==> config.mk <==
export PLATFORM = sky130hd
export DESIGN_NAME = sram_arbiter
export DESIGN_NICKNAME = d
export VERILOG_FILES = /design/src/rtl/sram_pkg.sv /design/src/rtl/sram_grant.sv /design/src/rtl/sram_arbiter.sv
export SDC_FILE = /design/constraint.sdc
export NUM_CORES = 1
export LEC_CHECK = 0
export CAP_MARGIN = 25
export CORE_MARGIN = 8
export CORE_UTILIZATION = 42
export DETAILED_ROUTE_END_ITERATION = 16
export GPL_ROUTABILITY_DRIVEN = 1
export GPL_TIMING_DRIVEN = 0
export MAX_ROUTING_LAYER = met4
export PLACE_DENSITY = 0.78
export REMOVE_ABC_BUFFERS = 1
export SLEW_MARGIN = 15
export SYNTH_ARGS = -nofsm -noshare
export SYNTH_HDL_FRONTEND = slang
export SYNTH_SLANG_ARGS = --single-unit
==> constraint.sdc <==
create_clock -name Clk -period 3.55 [get_ports Clk]
set_input_delay 1.065 -clock Clk [delete_from_list [all_inputs] [get_ports Clk]]
set_output_delay 1.065 -clock Clk [all_outputs]
set_load 0.01 [all_outputs]
==> src/rtl/sram_pkg.sv <==
// Shared types and constants for the SRAM arbiter slice.
// Widths match the board's 1M x 16 asynchronous SRAM.
package sram_pkg;
    localparam int SRAM_ADDR_W = 20;
    localparam int SRAM_DATA_W = 16;

    typedef enum logic [1:0] {
        ST_IDLE    = 2'd0,
        ST_ACCESS  = 2'd1,
        ST_SAMPLE  = 2'd2,
        ST_RECOVER = 2'd3
    } sram_state_t;

    localparam logic PORT_DRAW = 1'b0;
    localparam logic PORT_LOAD = 1'b1;
endpackage

==> src/rtl/sram_grant.sv <==
// Two-port grant decision. Fixed priority (draw port wins) by default;
// define SRAM_ROUND_ROBIN_EN to alternate on ties using a last-grant pointer.
module sram_grant
    import sram_pkg::*;
(
    input  logic Clk,
    input  logic Reset_n,
    input  logic req_draw,
    input  logic req_load,
    input  logic grant_en,
    output logic grant_port
);

`ifdef SRAM_ROUND_ROBIN_EN
    logic last_port;

    always_comb begin
        grant_port = PORT_LOAD;
        if (req_draw && req_load) begin
            grant_port = ~last_port;
        end else if (req_draw) begin
            grant_port = PORT_DRAW;
        end
    end

    // Reset to "last = load" so the draw port wins the first tie.
    always_ff @(posedge Clk or negedge Reset_n) begin
        if (!Reset_n) begin
            last_port <= PORT_LOAD;
        end else if (grant_en) begin
            last_port <= grant_port;
        end
    end
`else
    logic unused_rr;
    assign unused_rr  = ^{Clk, Reset_n, req_load, grant_en};
    assign grant_port = req_draw ? PORT_DRAW : PORT_LOAD;
`endif

endmodule

==> src/rtl/sram_arbiter.sv <==
// Shares the asynchronous SRAM between the drawing engine (port 0, read-only)
// and the loader (port 1, read/write). Optional macro: SRAM_ROUND_ROBIN_EN.
//
//   state      | meaning
//   -----------+-------------------------------------------------------
//   ST_IDLE    | bus quiet, arbitrate incoming requests
//   ST_ACCESS  | CE low, WAIT_STATES+1 cycles of read or write strobe
//   ST_SAMPLE  | read data presented with Valid; also arbitrates
//   ST_RECOVER | write hold: WE high, CE low, data still driven
module sram_arbiter
    import sram_pkg::*;
#(
    parameter int WAIT_STATES = 1
) (
    input  logic                   Clk,
    input  logic                   Reset_n,
    input  logic                   R0_Req,
    input  logic [SRAM_ADDR_W-1:0] R0_Addr,
    output logic                   R0_Ack,
    output logic [SRAM_DATA_W-1:0] R0_Rdata,
    output logic                   R0_Valid,
    input  logic                   R1_Req,
    input  logic                   R1_WE,
    input  logic [SRAM_ADDR_W-1:0] R1_Addr,
    input  logic [SRAM_DATA_W-1:0] R1_Wdata,
    input  logic [1:0]             R1_BE,
    output logic                   R1_Ack,
    output logic [SRAM_DATA_W-1:0] R1_Rdata,
    output logic                   R1_Valid,
    output logic [SRAM_ADDR_W-1:0] SRAM_ADDR,
    output logic                   SRAM_CE_N,
    output logic                   SRAM_UB_N,
    output logic                   SRAM_LB_N,
    output logic                   SRAM_OE_N,
    output logic                   SRAM_WE_N,
    input  logic [SRAM_DATA_W-1:0] SRAM_DQ_in,
    output logic [SRAM_DATA_W-1:0] SRAM_DQ_out,
    output logic                   SRAM_DQ_oe
);

    localparam logic [2:0] WAIT_CNT = 3'(WAIT_STATES);

    sram_state_t            state;
    logic [2:0]             wait_cnt;
    logic                   cur_port;
    logic                   cur_we;
    logic                   grant_en;
    logic                   gnt_port;
    logic                   gnt_we;
    logic [1:0]             gnt_be;
    logic [SRAM_ADDR_W-1:0] gnt_addr;

    // SAMPLE arbitrates like IDLE so back-to-back reads run every W+2 cycles.
    assign grant_en = ((state == ST_IDLE) || (state == ST_SAMPLE)) && (R0_Req || R1_Req);
    assign gnt_we   = (gnt_port == PORT_LOAD) && R1_WE;
    assign gnt_be   = (gnt_port == PORT_LOAD) ? R1_BE : 2'b11;
    assign gnt_addr = (gnt_port == PORT_LOAD) ? R1_Addr : R0_Addr;

    sram_grant u_grant (
        .Clk        (Clk),
        .Reset_n    (Reset_n),
        .req_draw   (R0_Req),
        .req_load   (R1_Req),
        .grant_en   (grant_en),
        .grant_port (gnt_port)
    );

    always_ff @(posedge Clk or negedge Reset_n) begin
        if (!Reset_n) begin
            state       <= ST_IDLE;
            wait_cnt    <= '0;
            cur_port    <= PORT_DRAW;
            cur_we      <= 1'b0;
            R0_Ack      <= 1'b0;
            R1_Ack      <= 1'b0;
            R0_Valid    <= 1'b0;
            R1_Valid    <= 1'b0;
            R0_Rdata    <= '0;
            R1_Rdata    <= '0;
            SRAM_ADDR   <= '0;
            SRAM_CE_N   <= 1'b1;
            SRAM_UB_N   <= 1'b1;
            SRAM_LB_N   <= 1'b1;
            SRAM_OE_N   <= 1'b1;
            SRAM_WE_N   <= 1'b1;
            SRAM_DQ_out <= '0;
            SRAM_DQ_oe  <= 1'b0;
        end else begin
            R0_Ack   <= 1'b0;
            R1_Ack   <= 1'b0;
            R0_Valid <= 1'b0;
            R1_Valid <= 1'b0;
            case (state)
                ST_IDLE, ST_SAMPLE: begin
                    if (grant_en) begin
                        state     <= ST_ACCESS;
                        wait_cnt  <= WAIT_CNT;
                        cur_port  <= gnt_port;
                        cur_we    <= gnt_we;
                        R0_Ack    <= (gnt_port == PORT_DRAW);
                        R1_Ack    <= (gnt_port == PORT_LOAD);
                        SRAM_ADDR <= gnt_addr;
                        SRAM_CE_N <= 1'b0;
                        SRAM_OE_N <= gnt_we;
                        // All-zero byte enables turn a write into a bus no-op.
                        SRAM_WE_N  <= ~(gnt_we && (|gnt_be));
                        SRAM_UB_N  <= ~gnt_be[1];
                        SRAM_LB_N  <= ~gnt_be[0];
                        SRAM_DQ_oe <= gnt_we;
                        if (gnt_we) begin
                            SRAM_DQ_out <= R1_Wdata;
                        end
                    end else begin
                        state      <= ST_IDLE;
                        SRAM_CE_N  <= 1'b1;
                        SRAM_OE_N  <= 1'b1;
                        SRAM_WE_N  <= 1'b1;
                        SRAM_UB_N  <= 1'b1;
                        SRAM_LB_N  <= 1'b1;
                        SRAM_DQ_oe <= 1'b0;
                    end
                end
                ST_ACCESS: begin
                    if (wait_cnt != 3'd0) begin
                        wait_cnt <= wait_cnt - 3'd1;
                    end else if (cur_we) begin
                        state     <= ST_RECOVER;
                        SRAM_WE_N <= 1'b1;
                        SRAM_UB_N <= 1'b1;
                        SRAM_LB_N <= 1'b1;
                        R1_Valid  <= 1'b1;
                    end else begin
                        state     <= ST_SAMPLE;
                        SRAM_CE_N <= 1'b1;
                        SRAM_OE_N <= 1'b1;
                        SRAM_UB_N <= 1'b1;
                        SRAM_LB_N <= 1'b1;
                        if (cur_port == PORT_DRAW) begin
                            R0_Rdata <= SRAM_DQ_in;
                            R0_Valid <= 1'b1;
                        end else begin
                            R1_Rdata <= SRAM_DQ_in;
                            R1_Valid <= 1'b1;
                        end
                    end
                end
                ST_RECOVER: begin
                    state      <= ST_IDLE;
                    SRAM_CE_N  <= 1'b1;
                    SRAM_DQ_oe <= 1'b0;
                end
                default: begin
                    state <= ST_IDLE;
                end
            endcase
        end
    end

endmodule

==> metrics.cfg <==
[run_status]
status = complete, no violations

[clock_network]
clockBufferDepth = 2
cts_hold_buf = 0
htree_levels = 3
cts_tree = done
cts_sinks = 85
post-cts-setup-buffer-count = 0
post_cts_resized = 0
cts_buffers = 9
path_clk_slew_ns = 0.09
clk_latency_ns = 0.36
cts-root-buf = clkbuf_8

[route]
viasPerCell = 4.81
routed_wl_um = 8780
final_antenna_net_count = 0
first_iter_violations = 62
drc = 0
vias = 2509
wire_per_inst_um = 16.8
dr.pass1.iters = 3

[layout]
diodes = 0
drive_above_1_share = 0.187
nets = 493
stdcell_area_mm2 = 0.00545
syn2layout_area_growth_pct = 55.2
fin_cells = 522
n_fill_cell = 621

[sta]
worst-slew-pin-transition_ns = 1.01
setup_viol = 0
rsz0062_at_grt = false
slew_headroom = 0.324
fin_crit_ns = 2.86
fmax_mhz = 350
clock_skew_ns = 0.0148
period_share = 0.804
finalHoldViolations = 0
slew_violations = 0

[power_and_ir_drop]
powerDensity_mw_per_mm2 = 857
clkPwrFrac = 0.182
ir_drop_mv = 0.318
p_int_mw = 3.21
p_switching_mw = 1.46
p_leak_nw = 2.39
swShare = 0.313
share_comb_of_total_power = 0.448
p_seq_frac = 0.370

[yosys]
ys_seq_elements = 85
syn_area_mm2 = 0.00351
netlist_instances = 255
synthTopCellsByArea = dfrtp_1 (57%), mux2_2 (12%), mux2i_1 (5.7%)
synth_edf_count = 0
ys.warnings.count = 0
synth.top_cell.area_share = 0.570
post_synth.cell_area_avg_um2 = 13.8
synth-seq-area-share = 0.608
ys.flop_type = dfrtp_1
synth_top_area_cell = dfrtp_1
synth.distinct_cells = 33
async_reset_ff_frac = 1.00

[floorplan]
dieHeight_um = 107
core_area_mm2 = 0.00818
initial_core_util = 0.429
ios = 157
die_x_um = 107
rows = 33
die_area_mm2 = 0.0115

[setup_path]
r2r-start = wait_cnt[0]
crit_path_start_kind = input pin
cp_top_family = buffers and inverters
slowest_delay_ns = 0.78
crit_start = R1_Req
cp.arrival_ns = 3.10
path_cells = clkdlybuf4s50_1, nor4bb_4, buf_6, mux2_2
critPathKind = in -> reg
crit_buf_inv = 2
slowest_stage = nor4bb_4
required_ns = 3.79
critical_path.endpoint_type = flip-flop
crit_fanout = 11

[place]
post-place-cells = 506
placed_area_mm2 = 0.00520
dp_hpwl_um = 6890
place.port_buffers = 156
place_congestion = 0.716

[global_routing]
grt_remaining_overflow = 0
grt_pass1_vias = 2644
antenna_found_initial = 0
grt_util_all_layers = 0.158
grt_max_degree = 46
grt_pass1_wl_um = 13900

[job]
maxCapViolCount = 0

[hold_path]
hp-class = reg -> reg
hp-start = SRAM_ADDR[16]

-- cell usage in the layout (no fill, tap or decap), types with 2 or more instances in the layout --
cell type and n:
a21oi_1 6, buf_16 2, nand2_1 22, and3_1 3, o21ai_0 23, dfstp_2 5
mux2i_1 20, a21boi_0 2, nor2_1 6, mux2_4 11, bufinv_16 3, inv_6 3
ha_1 2, dfrtp_1 80, inv_1 4, clkbuf_8 9, nor3b_1 2, o21a_1 3
mux2_2 37, clkdlybuf4s50_1 154, a21o_1 2, nor2b_1 3, nand2b_1 2
-- metrics by stage --
step           setup slack [ns]  total power, mW  utilization  setup TNS [ns]  hold slack (ns)
5_1_grt                   0.623             4.96        0.667               0            0.505
4_1_cts                   0.692             4.74        0.667               0            0.489
3_5_place_dp              0.313             3.88        0.636               0            0.469
6_report                  0.695             4.67        0.667               0            0.478
2_1_floorplan            0.0888             2.63            -               0            0.456
3_3_place_gp              -2.42             3.77        0.625         -207.33            0.460
-- cells by family (layout without fill, tap and decap cells) --
group,count (synthesis),in the layout,synth area share
multiplexers,68,68,0.223
adder cells (fa/ha/maj),2,2,0.00713
flip-flops,85,85,0.608
AND/OR/NAND/NOR,43,43,0.0670
AO/OA/AOI/OAI,40,40,0.0656
buffers and inverters,17,179,0.0299
-- layout make-up --
class	count	area, um2	area share
Sequential cell	85	2130	0.391
Timing Repair Buffer	159	1620	0.297
Multi-Input combinational cell	153	1300	0.238
Tap cell	105	131	0.0241
Clock inverter	7	128	0.0234
Clock buffer	9	124	0.0227
Inverter	4	15.0	0.00275
-- sequential cells by signal, indices dropped and copies added (netlist names), 2 cells and up --
name / count
state: 2
wait_cnt: 3
SRAM_DQ_out: 16
R0_Rdata: 16
R1_Rdata: 16
SRAM_ADDR: 20
-- worst paths after layout --
path	to	slack [ns]	depth (start not counted)
max	SRAM_DQ_out[15]	0.69	4
min	SRAM_ADDR[16]	0.48	2
max reg2reg	R1_Rdata[13]	1.07	5
min reg2reg	SRAM_ADDR[16]	0.48	2
max in group asynchronous	SRAM_CE_N	2.20	2
min in group asynchronous	R0_Rdata[10]	0.69	1
-- per-layer routing --
metal  vias to the layer above  routed length, um  global-route usage
li1                       1204                  -                   -
met1                      1194               3870               0.194
met2                       100               4150               0.246
met3                        11                646              0.0455
met4                         0                108              0.0535
met5                         -                  0                   -
-- power by group through the flow --
stage / Sequential, mW / Combinational, mW / Clock (mW)
2_1_floorplan: 1.93 / 0.704 / 0
3_3_place_gp: 1.72 / 2.05 / 0
3_5_place_dp: 1.75 / 2.13 / 0
4_1_cts: 1.74 / 2.14 / 0.869
5_1_grt: 1.79 / 2.25 / 0.916
6_report: 1.73 / 2.09 / 0.849
-- worst reg2reg max path: stages, from the launching register on --
cell and delay, ns:
dfrtp_1 0.38, inv_1 0.10, ha_1 0.26, nor4b_4 0.33
and3_1 0.89, mux2_2 0.43
-- cells in the mapped netlist, drive strengths merged, types with 2 or more instances --
cell / number
mux2: 48
nor3b: 2
dfstp: 5
a21boi: 2
o21a: 3
and3: 3
a21oi: 6
a21o: 2
inv: 4
nand2b: 2
nor2b: 3
ha: 2
nand2: 22
clkbuf: 3
mux2i: 20
o21ai: 23
buf: 10
nor2: 6
dfrtp: 80
No activity file was read; power rests on OpenSTA's default activity.
